## src/rtl/base_rrgate_arb.sv

```systemverilog
// base_rrgate_arb: packet-gated round-robin arbiter.
// Picks one of `ways` requester streams, holds it for a whole packet, and
// rotates priority to the requester after the winner at every end-of-packet.
//
// Handshake semantics (both sides): a beat moves on a rising clk edge exactly
// when valid and ready are both 1. A requester's valid does not wait for its
// ready. Ready may depend combinationally on valid (i_r follows o_r & o_v).
// Data and end-of-packet are only meaningful while valid is 1.
module base_rrgate_arb #(
  parameter int ways  = 4,
  parameter int width = 64
) (
  input  logic                     clk,
  input  logic                     reset,
  input  logic [ways-1:0]          i_v,
  output logic [ways-1:0]          i_r,
  input  logic [ways*width-1:0]    i_d,
  input  logic [ways-1:0]          i_e,
  input  logic [ways-1:0]          i_en,
  input  logic                     quiesce,
  output logic                     o_v,
  input  logic                     o_r,
  output logic [width-1:0]         o_d,
  output logic                     o_e,
  output logic [$clog2(ways)-1:0]  o_s,
  output logic                     o_idle,
  output logic                     o_dbg_state
);

  localparam int SW  = $clog2(ways);
  localparam int SWP = SW + 1;

  typedef enum logic {
    ST_IDLE = 1'b0,
    ST_LOCK = 1'b1
  } state_t;

  state_t          state_q, state_d;
  logic [SW-1:0]   owner_q, owner_d;
  logic [SW-1:0]   rr_ptr_q, rr_ptr_d;
  logic            idle_q, idle_d;

  logic [ways-1:0] elig;
  logic            any_elig;
  logic [SW-1:0]   rr_sel;
  logic            rr_found;
  logic [SWP-1:0]  idx_w;
  logic [SW-1:0]   sel;
  logic [SW-1:0]   ptr_next;
  logic            lock;
  logic            xfer;

  assign lock = (state_q == ST_LOCK);

  // Requesters allowed to open a new packet; quiesce blocks every start.
  assign elig     = quiesce ? '0 : (i_v & i_en);
  assign any_elig = |elig;

  // Round-robin search: first eligible index at or after rr_ptr, wrapping.
  always_comb begin
    rr_sel   = rr_ptr_q;
    rr_found = 1'b0;
    idx_w    = '0;
    for (int off = 0; off < ways; off++) begin
      idx_w = {1'b0, rr_ptr_q} + SWP'(off);
      if (idx_w >= SWP'(ways)) begin
        idx_w = idx_w - SWP'(ways);
      end
      if (!rr_found && elig[idx_w[SW-1:0]]) begin
        rr_found = 1'b1;
        rr_sel   = idx_w[SW-1:0];
      end
    end
  end

  // An open packet pins the selection to its owner; otherwise arbitrate.
  assign sel = lock ? owner_q : rr_sel;

  // Output beat is a straight mux of the selected requester.
  always_comb begin
    o_v = ~reset & i_v[sel] & (lock | any_elig);
    o_d = i_d[int'(sel)*width +: width];
    o_e = i_e[sel];
    o_s = sel;
  end

  assign xfer = o_v & o_r;

  // Only the selected requester ever sees ready.
  always_comb begin
    i_r = '0;
    for (int k = 0; k < ways; k++) begin
      if (SW'(k) == sel) begin
        i_r[k] = xfer;
      end
    end
  end

  // Priority moves to the requester after the one that just finished.
  assign ptr_next = (sel == SW'(ways - 1)) ? '0 : sel + 1'b1;

  // Next-state: open on a non-final beat, close on a final beat.
  always_comb begin
    state_d  = state_q;
    owner_d  = owner_q;
    rr_ptr_d = rr_ptr_q;
    idle_d   = idle_q;
    if (xfer) begin
      if (o_e) begin
        state_d  = ST_IDLE;
        idle_d   = 1'b1;
        rr_ptr_d = ptr_next;
      end else begin
        state_d  = ST_LOCK;
        idle_d   = 1'b0;
        owner_d  = sel;
      end
    end
  end

  // State registers; reset abandons any open packet.
  always_ff @(posedge clk) begin
    if (reset) begin
      state_q  <= ST_IDLE;
      owner_q  <= '0;
      rr_ptr_q <= '0;
      idle_q   <= 1'b1;
    end else begin
      state_q  <= state_d;
      owner_q  <= owner_d;
      rr_ptr_q <= rr_ptr_d;
      idle_q   <= idle_d;
    end
  end

  // While reset is held the block already reports idle.
  assign o_idle      = idle_q | reset;
  assign o_dbg_state = state_q;

endmodule

```

## config.mk

```make
export PLATFORM = sky130hd
export DESIGN_NAME = base_rrgate_arb
export DESIGN_NICKNAME = d
export VERILOG_FILES = /design/src/rtl/base_rrgate_arb.sv
export SDC_FILE = /design/constraint.sdc
export NUM_CORES = 1
export LEC_CHECK = 0
export CORE_AREA = 2 2 135 137
export CTS_BUF_LIST = sky130_fd_sc_hd__clkbuf_4
export DETAILED_ROUTE_END_ITERATION = 10
export DIE_AREA = 0 0 137 139
export PLACE_DENSITY = 0.6
export SETUP_SLACK_MARGIN = 0.05
export SLEW_MARGIN = 20
export SYNTH_ARGS = -nofsm -noshare
export SYNTH_HDL_FRONTEND = slang
export SYNTH_SLANG_ARGS = --single-unit
```

## constraint.sdc

```tcl
create_clock -name clk -period 6.6 [get_ports clk]
set_input_delay 1.32 -clock clk [delete_from_list [all_inputs] [get_ports clk]]
set_output_delay 1.32 -clock clk [all_outputs]
set_load 0.01 [all_outputs]
```

==> PnR_summary.wiki <==
{| class="wikitable"
! Metric !! Value
|-
| Initial antenna violation count || 1
|-
| Setup Buffers After CTS || 0
|-
| Maximum net fanout on the critical path || between 40 and 50
|-
| H-tree levels || 1
|-
| Critical path's slowest cell || sky130_fd_sc_hd__clkdlybuf4s50_1
|-
| Wire length of the first global-routing pass || 23.1 mm
|-
| Minimum clock period after layout || slightly below 6 ns
|-
| Sum of buffers and inverters on the critical path || 5
|-
| Standby leakage power || ~2.6 nW
|-
| Largest net degree at the start of global routing || between 100 and 150
|-
| Result of the run || finished, final reports clean
|-
| Count of maximum capacitance violations || 0
|-
| Areal power density over the cells || 132 nW/um2
|-
| Number of nets in the finished design || 1089
|-
| Unique masters post-synth || 35
|-
| Total power draw || around 0.8 mW
|-
| Clk Tree Root Cell || sky130_fd_sc_hd__clkbuf_4
|-
| Clock insertion delay at the later pin of the skew report || 0.25 ns
|-
| Crit path arrival time || 4.50 ns
|-
| Final HPWL from detailed placement || between 10 and 15 mm
|-
| Peak supply drop || between 0.06 and 0.07 mV
|-
| Clock transition at the registers of the reported paths || 0.05 ns
|-
| FP Rows || between 40 and 50
|-
| Slew at the pin closest to its max-slew limit || 0.609 ns
|-
| Period utilization || between 80% and 90%
|-
| Total wire length || about 16 mm
|-
| Post-cts resize count || 0
|-
| Worst hold-check path type || flop to flop
|-
| Type of element launching the critical path || input pin
|-
| Vertical extent of the die || 139 um
|-
| Post-synth top area share || 39.3%
|-
| TritonCTS buffer count || 3
|-
| CP peak stage delay || slightly below 0.6 ns
|-
| Final hold vios || 0
|-
| Num ports || 346
|-
| Largest area contributor in the netlist || sky130_fd_sc_hd__nand2_1
|-
| Share of layout cells above drive strength 1 || under 10%
|-
| Fmax || 172 MHz
|-
| Final ANT Viol Nets || 0
|-
| Number of buffers inserted by hold repair at cts || 0
|-
| Routed length per instance || around 15 um
|-
| Count of buffers inserted at the top-level ports || 345
|-
| Number of antenna repair diodes || 0
|-
| Fraction of the yosys area taken by sequential cells || roughly 4.7%
|-
| Routability cong. || around 0.89
|-
| Data required time of the critical path || 5.28 ns
|-
| Number of global-route vias before repair || between 4000 and 5000
|-
| Mean instance size in the synthesized netlist || around 5 um2
|-
| Summed instance area of the synthesized netlist || approximately 2500 um2
|-
| Initial core utilization || 14.3%
|-
| Floorplan Core Area || about 18000 um2
|-
| Family with the most delay on the worst path || buffers and inverters
|-
| Syn Nets || 775
|-
| Yosys Warn Count || 0
|-
| Final-layout fill cell count || 1888
|-
| Layout overhead on the synthesized area || 146%
|-
| Count of routing violations after the opening detailed-route iteration || 196
|-
| Die Outline Area || 19000 um2
|-
| Flip-flop and latch count after synthesis || 6
|-
| Via count || around 4600
|-
| Overall die width || 137 um
|-
| Average via count per standard cell || between 4 and 5
|-
| Rel. slew slack || roughly three fifths
|-
| Detailed Routing Iterations Pass 1 || 4
|-
| Remaining Overflow, GRT || 0
|-
| Tot GR Track Use || 14.9%
|-
| Maximum buffer depth of the clock tree || 2
|-
| Setup-failing EPs final || 0
|-
| Unrepaired setup endpoints after global routing || false
|-
| Max Transition Viols Final || 0
|-
| Dominant cells by area after synthesis || sky130_fd_sc_hd__nand2_1 (39%), sky130_fd_sc_hd__a31oi_1 (17%), sky130_fd_sc_hd__and3_1 (17%), sky130_fd_sc_hd__dfxtp_1 (4.7%), sky130_fd_sc_hd__clkbuf_1 (4.6%)
|-
| Series of cell instances along the critical path || clkdlybuf4s50_1 > a222oi_1 > a31oi_1 > inv_1 > o31a_4 > inv_4 > buf_4 > nand2_1 > and3_1 > a31oi_1 > clkdlybuf4s50_1
|-
| Worst clock skew on the final layout || about 0.0058 ns
|-
| Kind of capture point of the worst setup path || output pin
|-
| Critical path class || input pin to output pin
|-
| Number of sinks on the clock net || 6
|-
| CTS tree || built
|-
| DRC violation count after routing || 0
|-
| Synthesized instance count || roughly 500
|-
| Total Neg Setup Slack || 0 ns
|}
==> cell families after synthesis <==
family	Yosys count	synth area share [%]
AND/OR/NAND/NOR	344	58.8
flip-flops	6	4.74
adder cells (fa/ha/maj)	4	1.98
buffers and inverters	48	7.46
multiplexers	8	3.21
AO/OA/AOI/OAI	89	23.9
==> per-layer routing <==
layer  vias up  GRT usage, %  routed length, um
met2       217          27.7               7800
li1       2338             -                  -
met4         2          2.17                163
met1      2012          17.4               6130
met5         -             0                 13
met3        16          3.58               1460
==> cells in the final DEF, fill, tap and decap left out, types with 2 or more instances in the layout <==
cell | Yosys | layout
sky130_fd_sc_hd__a21oi_1 | 6 | 6
sky130_fd_sc_hd__a31oi_1 | 68 | 68
sky130_fd_sc_hd__and3_1 | 68 | 68
sky130_fd_sc_hd__buf_12 | 0 | 2
sky130_fd_sc_hd__buf_4 | 0 | 5
sky130_fd_sc_hd__clkbuf_4 | 0 | 3
sky130_fd_sc_hd__clkdlybuf4s50_1 | 0 | 345
sky130_fd_sc_hd__dfxtp_1 | 6 | 6
sky130_fd_sc_hd__ha_1 | 4 | 4
sky130_fd_sc_hd__inv_1 | 4 | 3
sky130_fd_sc_hd__mux2i_1 | 7 | 7
sky130_fd_sc_hd__nand2_1 | 265 | 265
sky130_fd_sc_hd__nand2b_1 | 3 | 3
sky130_fd_sc_hd__nor2_1 | 3 | 3
sky130_fd_sc_hd__o32ai_1 | 2 | 2
==> cell usage after synthesis <==
cell type and number:
sky130_fd_sc_hd__nand2_1 265, sky130_fd_sc_hd__a31oi_1 68, sky130_fd_sc_hd__and3_1 68, sky130_fd_sc_hd__clkbuf_1 31, sky130_fd_sc_hd__buf_1 7, sky130_fd_sc_hd__mux2i_1 7
sky130_fd_sc_hd__a21oi_1 6, sky130_fd_sc_hd__dfxtp_1 6, sky130_fd_sc_hd__buf_2 4, sky130_fd_sc_hd__ha_1 4, sky130_fd_sc_hd__inv_1 4, sky130_fd_sc_hd__nand2b_1 3
sky130_fd_sc_hd__nor2_1 3, sky130_fd_sc_hd__o32ai_1 2, sky130_fd_sc_hd__a2111oi_0 1, sky130_fd_sc_hd__a211o_1 1, sky130_fd_sc_hd__a211oi_1 1, sky130_fd_sc_hd__a21bo_1 1
sky130_fd_sc_hd__a221oi_4 1, sky130_fd_sc_hd__a222oi_1 1, sky130_fd_sc_hd__and2_1 1, sky130_fd_sc_hd__and3_4 1, sky130_fd_sc_hd__and3b_1 1, sky130_fd_sc_hd__clkbuf_2 1
sky130_fd_sc_hd__inv_4 1, sky130_fd_sc_hd__mux2_1 1, sky130_fd_sc_hd__nor2b_1 1, sky130_fd_sc_hd__o211ai_1 1, sky130_fd_sc_hd__o21ai_0 1, sky130_fd_sc_hd__o21bai_1 1
sky130_fd_sc_hd__o22ai_2 1, sky130_fd_sc_hd__o311ai_0 1, sky130_fd_sc_hd__o31a_2 1, sky130_fd_sc_hd__o41ai_1 1, sky130_fd_sc_hd__or2_2 1
==> layout make-up <==
class	count	area, um2	share of cell area (%)
clock buffer	3	22.5	0.362
timing repair buffer	352	3530	56.8
sequential	6	120	1.93
inverter	5	21.3	0.342
multi-input combinational	445	2240	36.0
tap	229	287	4.61
==> registers in the layout, summed over array words and instances, names as in the netlist <==
name         count
rr_ptr_q         2
idle_q           1
o_dbg_state      1
owner_q          2
==> through the flow <==
step	utilization [%]	instance area, um2	std cells	hold slack [ns]	setup slack (ns)
floorplan	-	2530	499	0.427	2.05
global placement	35.1	6200	1037	0.434	0.751
detailed placement	35.1	6200	1037	0.445	0.768
CTS	35.2	6220	1040	0.455	0.757
global route	35.2	6220	1040	0.468	0.549
finish	35.2	6220	1040	0.459	0.783
==> power breakdown <==
group          leakage (nW)  switching (mW)  total, mW  internal, mW
registers            0.0486         0.00189     0.0399        0.0380
clock network        0.0138          0.0134     0.0340        0.0206
logic                  2.52           0.324      0.744         0.420
total                  2.59           0.340      0.818         0.479
==> path summary, 6_finish.rpt <==
check	startpoint	endpoint	slack [ns]	cells past startpoint
worst max-delay path	i_v[0]	o_d[52]	0.78	11
worst min-delay path	idle_q	idle_q	0.46	1
worst max register to register	rr_ptr_q[0]	rr_ptr_q[1]	3.71	10
worst min register to register	idle_q	idle_q	0.46	1
==> worst register-to-register path: stages, from the launching register on <==
cell,delay [ns]
sky130_fd_sc_hd__dfxtp_1,0.41
sky130_fd_sc_hd__a21bo_1,0.24
sky130_fd_sc_hd__a21oi_1,0.11
sky130_fd_sc_hd__a2111oi_0,0.09
sky130_fd_sc_hd__o31a_4,0.39
sky130_fd_sc_hd__inv_4,0.26
sky130_fd_sc_hd__buf_12,0.30
sky130_fd_sc_hd__mux2i_1,0.15
sky130_fd_sc_hd__mux2i_1,0.24
sky130_fd_sc_hd__and3_4,0.27
sky130_fd_sc_hd__mux2_1,0.32
(Power assumes the default switching activity.)
